--- src/rtl/symbol_slicer.sv ---
// Integrate-and-dump slicer recovering UART-style framed bytes (idle low, start high, 8 data LSB-first, stop low).
// Outputs register one cycle after the closing strobe; no backpressure, state only advances on sample_valid.
module symbol_slicer #(
  parameter int                 SPB    = 8,
  parameter logic signed [23:0] THRESH = 24'sd0
) (
  input  logic               CLOCK_50,
  input  logic               reset,
  input  logic               sample_valid,
  input  logic signed [23:0] sample_in,
  output logic               bit_out,
  output logic               bit_valid,
  output logic [7:0]         byte_out,
  output logic               byte_valid,
  output logic               frame_err,
  output logic               busy
);

  localparam int SW    = $clog2(SPB);
  localparam int ACC_W = 24 + SW + 1;

  localparam logic [SW-1:0] SCNT_LAST = SW'(SPB - 1);
  localparam logic [SW-1:0] SCNT_HALF = SW'(SPB / 2);
  // SPB is a power of two, so THRESH*SPB is an exact arithmetic shift
  localparam logic signed [ACC_W-1:0] THR_ACC = ACC_W'(THRESH) <<< SW;

  typedef enum logic [1:0] {
    S_IDLE,
    S_START,
    S_DATA,
    S_STOP
  } state_t;

  state_t                    state_q, state_d;
  logic [SW-1:0]             scnt_q, scnt_d;
  logic [2:0]                bcnt_q, bcnt_d;
  logic signed [ACC_W-1:0]   acc_q, acc_d;
  logic [7:0]                shreg_q, shreg_d;
  logic                      bit_q, bit_d;
  logic                      bit_vld_q, bit_vld_d;
  logic [7:0]                byte_q, byte_d;
  logic                      byte_vld_q, byte_vld_d;
  logic                      ferr_q, ferr_d;

  logic signed [ACC_W-1:0]   sum;
  logic                      win_last;
  logic                      bit_dec;

  always_ff @(posedge CLOCK_50) begin
    if (reset) begin
      state_q    <= S_IDLE;
      scnt_q     <= '0;
      bcnt_q     <= '0;
      acc_q      <= '0;
      shreg_q    <= '0;
      bit_q      <= 1'b0;
      bit_vld_q  <= 1'b0;
      byte_q     <= '0;
      byte_vld_q <= 1'b0;
      ferr_q     <= 1'b0;
    end else begin
      state_q    <= state_d;
      scnt_q     <= scnt_d;
      bcnt_q     <= bcnt_d;
      acc_q      <= acc_d;
      shreg_q    <= shreg_d;
      bit_q      <= bit_d;
      bit_vld_q  <= bit_vld_d;
      byte_q     <= byte_d;
      byte_vld_q <= byte_vld_d;
      ferr_q     <= ferr_d;
    end
  end

  always_comb begin
    sum      = acc_q + ACC_W'(sample_in);
    win_last = (scnt_q == SCNT_LAST);
    bit_dec  = (sum > THR_ACC);

    state_d    = state_q;
    scnt_d     = scnt_q;
    bcnt_d     = bcnt_q;
    acc_d      = acc_q;
    shreg_d    = shreg_q;
    bit_d      = bit_q;
    bit_vld_d  = 1'b0;
    byte_d     = byte_q;
    byte_vld_d = 1'b0;
    ferr_d     = 1'b0;

    if (sample_valid) begin
      unique case (state_q)
        S_IDLE: begin
          if (sample_in > THRESH) begin
            state_d = S_START;
            scnt_d  = SW'(1);
          end
        end

        S_START: begin
          // Mid-start recheck rejects single-sample glitches; it wins over window end when SPB==2
          if ((scnt_q == SCNT_HALF) && (sample_in <= THRESH)) begin
            state_d = S_IDLE;
            scnt_d  = '0;
          end else if (win_last) begin
            state_d = S_DATA;
            scnt_d  = '0;
            acc_d   = '0;
            bcnt_d  = '0;
          end else begin
            scnt_d = scnt_q + SW'(1);
          end
        end

        S_DATA: begin
          if (win_last) begin
            shreg_d   = {bit_dec, shreg_q[7:1]};
            bit_d     = bit_dec;
            bit_vld_d = 1'b1;
            acc_d     = '0;
            scnt_d    = '0;
            if (bcnt_q == 3'd7) begin
              state_d = S_STOP;
              bcnt_d  = '0;
            end else begin
              bcnt_d = bcnt_q + 3'd1;
            end
          end else begin
            acc_d  = sum;
            scnt_d = scnt_q + SW'(1);
          end
        end

        S_STOP: begin
          if (win_last) begin
            if (!bit_dec) begin
              byte_d     = shreg_q;
              byte_vld_d = 1'b1;
            end else begin
              ferr_d = 1'b1;
            end
            state_d = S_IDLE;
            acc_d   = '0;
            scnt_d  = '0;
          end else begin
            acc_d  = sum;
            scnt_d = scnt_q + SW'(1);
          end
        end

        default: state_d = S_IDLE;
      endcase
    end
  end

  assign bit_out    = bit_q;
  assign bit_valid  = bit_vld_q;
  assign byte_out   = byte_q;
  assign byte_valid = byte_vld_q;
  assign frame_err  = ferr_q;
  assign busy       = (state_q != S_IDLE);

endmodule
--- config.mk ---
export PLATFORM = sky130hd
export DESIGN_NAME = symbol_slicer
export DESIGN_NICKNAME = d
export VERILOG_FILES = /design/src/rtl/symbol_slicer.sv
export SDC_FILE = /design/constraint.sdc
export NUM_CORES = 1
export LEC_CHECK = 0
export ABC_AREA = 1
export CAP_MARGIN = 5
export CELL_PAD_IN_SITES_DETAIL_PLACEMENT = 2
export CELL_PAD_IN_SITES_GLOBAL_PLACEMENT = 2
export CORE_MARGIN = 4
export CORE_UTILIZATION = 30
export DETAILED_ROUTE_END_ITERATION = 6
export PLACE_DENSITY = 0.8
export SLEW_MARGIN = 10
export SYNTH_ARGS = -nofsm -noshare
export SYNTH_HDL_FRONTEND = slang
export SYNTH_SLANG_ARGS = --single-unit
--- constraint.sdc ---
create_clock -name CLOCK_50 -period 6.2 [get_ports CLOCK_50]
set_input_delay 0.93 -clock CLOCK_50 [delete_from_list [all_inputs] [get_ports CLOCK_50]]
set_output_delay 0.93 -clock CLOCK_50 [all_outputs]
set_load 0.01 [all_outputs]
Word-level counts from Yosys, hierarchy flattened --
Cells that the tools add are included.
Operators by class: mux-type cells 23, order comparisons 3, add/subtract/negate cells 3, bitwise logic cells 5, reduce and logical (&&, ||, !) cells 14, eq/ne operators 13
Operator list (count):
- $mux 28 | 3
- $pmux 28 s2 | 1
- $add 28x24->28 | 1
- $gt 28x1->1 const B | 1
- $gt 24x1->1 const B | 1
- $le 24x1->1 const B | 1
- $mux 3 | 7
- $mux 2 | 6
- $ne 2x2->1 const B | 6
- $eq 3x3->1 const B | 3
- $pmux 3 s3 | 1
- $pmux 2 s4 | 1
- $reduce_and 4->1 | 2
- $add 3x1->3 const B | 2
- $pmux 3 s2 | 1
- $reduce_and 6->1 | 1
- $reduce_bool 2->1 | 3
- $not 1->1 | 5
- $reduce_and 5->1 | 1
- $eq 2x2->1 const B | 2
- $reduce_or 4->1 | 1
- $mux 1 | 3
- $ne 3x3->1 const B | 1
- $reduce_and 3->1 | 1
- 6 further kinds | 6
Storage, ports and cells: output and inout bits 13, bits in registers 56

Longest topological paths before layout --
word-level depth 4, mapped depth 20

Least setup slack after synthesis --
Ideal clock, no wire load.
path type input to register, from input sample_in[0], to register byte_q[0] (netlist: byte_out[0]), setup slack 3.273 ns, stages on the path 19, library setup time 0.113 ns, data arrival time 2.814 ns, data required time 6.087 ns, cells stage by stage ha_1 -> fa_1 -> nand3_1 -> nand2_1 -> nand2_1 -> nand2_1 -> nand2_1 -> nand2_2 -> nand2_2 -> nand3_2 -> nand2_1 -> nand2_1 -> nand2_1 -> nor2_1 -> nand2_1 -> nand2_4 -> buf_12 -> a21oi_2 -> nor2_1
Between the ends: word-level cells in the longest chain between the ends 4
RTL lines:
- from (decl) | line 10 | input logic signed [23:0] sample_in,
- $add 28x24->28 | line 76 | sum = acc_q + ACC_W'(sample_in);
- $gt 28x1->1 | line 78 | bit_dec = (sum > THR_ACC);
- $not 1->1 (no line)
- $reduce_and 4->1 (no line)
- to (signal assigned) | line 69 | byte_q <= byte_d;
- to (decl) | line 41 | logic [7:0] byte_q, byte_d;
No other way between the ends. A chain may end at the register's enable or synchronous reset.

Worst setup path in the final report --
from input sample_in[0], to register byte_q[4] (netlist: byte_out[4])
Same word-level chain as after synthesis.

==> impl_metrics.py <==
metrics = {
    "global_routing": {
        "grt_pass1_vias": 5528,
        "track_usage_pct": 20.91,
        "grt_remaining_overflow": 0,
        "antenna_found_initial": 0,
        "grt_max_degree": 35,
        "grt_first_pass_wirelength_um": 27790,
    },
    "floorplanning": {
        "die_y_um": 129.6,
        "core_um2": 14530,
        "dieArea_um2": 16790,
        "floorplan.initialDensity_pct": 30.52,
        "pin_count": 40,
        "die_w_um": 129.6,
        "placementRows": 44,
    },
    "pwr": {
        "power_density_nw_per_um2": 152.2,
        "pwr-share-seq_pct": 45.1,
        "comb_power_share_pct": 14.3,
        "clockPowerShare_pct": 40.6,
        "peakVddDrop_mv": 0.1090,
        "p_sw_uw": 236.6,
        "leakage_uw": 0.002491,
        "p_int_uw": 550.8,
        "power_switching_share_pct": 30.05,
    },
    "sta": {
        "worstMarginPinSlew_ns": 0.9465,
        "rsz0062_at_grt": "false",
        "tns_ns": 0,
        "fin_worst_skew_ns": 0.004695,
        "layout_setup_ws_ns": 2.480,
        "setup_viol": 0,
        "maxSlewViolCount": 0,
        "post-route-min-period_ns": 3.720,
        "report.final.hold_viol_count": 0,
        "fin_crit_sh_pct": 59.99,
        "fmax_mhz": 268.8,
        "slew_headroom_pct": 36.67,
    },
    "layout": {
        "finalInstanceArea_um2": 5174,
        "num-nets-final": 840,
        "syn2layout_area_growth_pct": 16.64,
        "final_layout_size_suffix_gt1_share_pct": 8.067,
        "diodes": 0,
    },
    "critical_path": {
        "worstSetupStartpoint": "sample_in[0]",
        "max_stage_delay_ns": 0.45,
        "critPathMaxFanout": 18,
        "crit_top_cell": "nand2_1",
        "start_kind": "input pin",
        "crit_chain": "clkdlybuf4s50_1 > ha_1 > fa_1 > nand3_1 > nand2_1 > nand2_1 > nand2_1 > nand2_1 > nand2_2 > nand2_2 > nand4_1 > nand2_1 > nand2_1 > nor2_1 > nand2_1 > nand2_4 > nand3_1 > nand2_1 > nor2_1",
        "crit_arrival_ns": 3.93,
        "worstSetupPathType": "input pin to register",
        "critPathTopFamily": "simple AND/OR/NAND/NOR gates",
        "r2r_start": "acc_q[0]",
        "critPathSlowestCell": "clkdlybuf4s50_1",
        "end_kind": "register",
        "worst-path-buf-inv": 1,
        "cp.required_ns": 6.41,
    },
    "yosys": {
        "synth-seq-cells": 55,
        "synth_edf_count": 0,
        "synth-main-ff-cell": "dfxtp_1",
        "ys_seq_area_share_pct": 24.82,
        "syn_area_um2": 4436,
        "syn_area_per_cell_um2": 5.962,
        "netlist_instances": 744,
        "synth_fp_nets": 804,
        "yosysUniqueCellTypes": 34,
        "synthArstFlopShare_pct": 0,
        "yosysWarningCount": 0,
    },
    "clock_tree": {
        "cts_tree": "done",
        "clk_latency_ns": 0.31,
        "ctsHoldBuffers": 0,
        "cts_root_buf": "clkbuf_16",
        "cts_sinks": 55,
        "cts_resized": 0,
        "htree_levels": 2,
        "clock_path_buffers": 2,
        "clkTransAtPathRegs_ns": 0.08,
        "cts_setup_buffers": 0,
        "cts_buffers": 5,
    },
    "placement": {
        "port_buffers": 39,
        "dp_worst_setup_slack_ns": 2.168,
        "hpwl_um": 13810,
        "postPlaceCellArea_um2": 5015,
        "gp_congestion": 0.8245,
    },
    "min_path": {
        "hold_path.startpoint": "acc_q[15]",
        "hp-class": "register to register",
    },
    "drt": {
        "via_per_inst": 5.090,
        "drt_iter0_drc": 154,
        "drt_wl_total_um": 16980,
        "num_vias": 4912,
        "drc": 0,
        "drt_pass1_iterations": 4,
        "wl_per_cell_um": 17.60,
        "ant_nets": 0,
    },
    "job": {
        "cap_violations": 0,
    },
    "outcome": {
        "status": "completed",
    },
}
-- cell usage after synthesis (4+ instances only) --
library cell,number,area share [%]
nand2_1,256,22
inv_1,111,9.4
a21oi_1,62,7.0
nor2_1,58,4.9
dfxtp_1,55,25
nand3_1,54,6.1
ha_1,32,9.0
nand4_1,15,2.1
o21ai_0,14,1.6
inv_2,13,1.1
nand2_2,10,1.4
a21oi_2,8,1.6
clkbuf_1,8,0.68
nor3_1,7,0.79
nor2_2,5,0.71
nor4_1,5,0.71
nor3_2,4,0.90
-- area by class of cell --
class                      count  area (µm²)
clock buffer                   5       125.1
clock inverter                 3       33.78
fill                        1862        9360
inverter                     124       465.4
multi-input combinational    552        2805
sequential                    55        1101
tap                          184       230.2
timing repair buffer          42       412.9
-- power by group through the flow --
stage                     clock [µW]  sequential, µW  combinational (µW)
after detailed placement           0             364                 112
after global placement             0             364                 108
after floorplan                    0             363                65.4
after global routing             352             356                 125
after CTS                        333             356                 113
final                            320             355                 112
-- path summary, 6_finish.rpt --
| path | cells past startpoint | slack [ns] | endpoint |
|---|---|---|---|
| min | 2 | 0.48 | acc_q[15] |
| max reg2reg | 18 | 3.27 | byte_out[4] |
| min reg2reg | 2 | 0.48 | acc_q[15] |
| max | 19 | 2.48 | byte_out[4] |
-- tightest hold or removal path, stage by stage, from the launching register on --
cell	delay (ns)
dfxtp_1	0.32
nand2_1	0.06
a21oi_1	0.05
-- metrics by stage --
| step | instances | utilization (%) | hold WS (ns) | total power, µW |
|---|---|---|---|---|
| after floorplan | 744 | - | 0.4415 | 428.8 |
| after global routing | 965 | 35.60 | 0.4923 | 832.3 |
| final | 965 | 35.60 | 0.4753 | 787.4 |
| after detailed placement | 957 | 34.50 | 0.4681 | 476.3 |
| after global placement | 957 | 34.50 | 0.4534 | 471.5 |
| after CTS | 965 | 35.60 | 0.4803 | 802.0 |
-- sequential cells by signal, summed over array words and instances, names as in the netlist, named ones only --
signal	cells
frame_err	1
scnt_q	3
shreg_q	8
acc_q	28
bit_valid	1
byte_out	8
byte_valid	1
bcnt_q	3
state_q	1
-- layer usage --
layer	GRT usage, %	vias up	wire length (µm)
li1	-	2416	-
met1	25.16	2431	7677
met2	39.37	47	8648
met3	2.432	18	343
met4	5.073	0	311
met5	0	-	0
-- layout by cell type, fill, tap and decap left out, types with 3 or more instances in the layout --
| cell | n |
|---|---|
| nand2_1 | 256 |
| inv_1 | 111 |
| a21oi_1 | 62 |
| nor2_1 | 58 |
| dfxtp_1 | 55 |
| nand3_1 | 54 |
| clkdlybuf4s50_1 | 39 |
| ha_1 | 32 |
| nand4_1 | 15 |
| o21ai_0 | 14 |
| inv_2 | 13 |
| nand2_2 | 10 |
| a21oi_2 | 8 |
| nor3_1 | 6 |
| nor2_2 | 5 |
| nor3_2 | 5 |
| nor4_1 | 5 |
| clkbuf_16 | 5 |
| nand3_2 | 3 |
| or2_2 | 3 |
| buf_4 | 3 |
-- logic make-up (layout without fill, tap and decap cells) --
kind of cell / after synthesis / count (layout) / synth area share (%)
buf+inv: 137 / 174 / 12.05
compound gates: 91 / 91 / 11.40
fa+ha+maj: 33 / 33 / 9.478
flops: 55 / 55 / 24.82
xor+xnor: 4 / 4 / 0.9593
simple gates: 424 / 424 / 41.30
No activity file was read; power rests on OpenSTA's default activity.
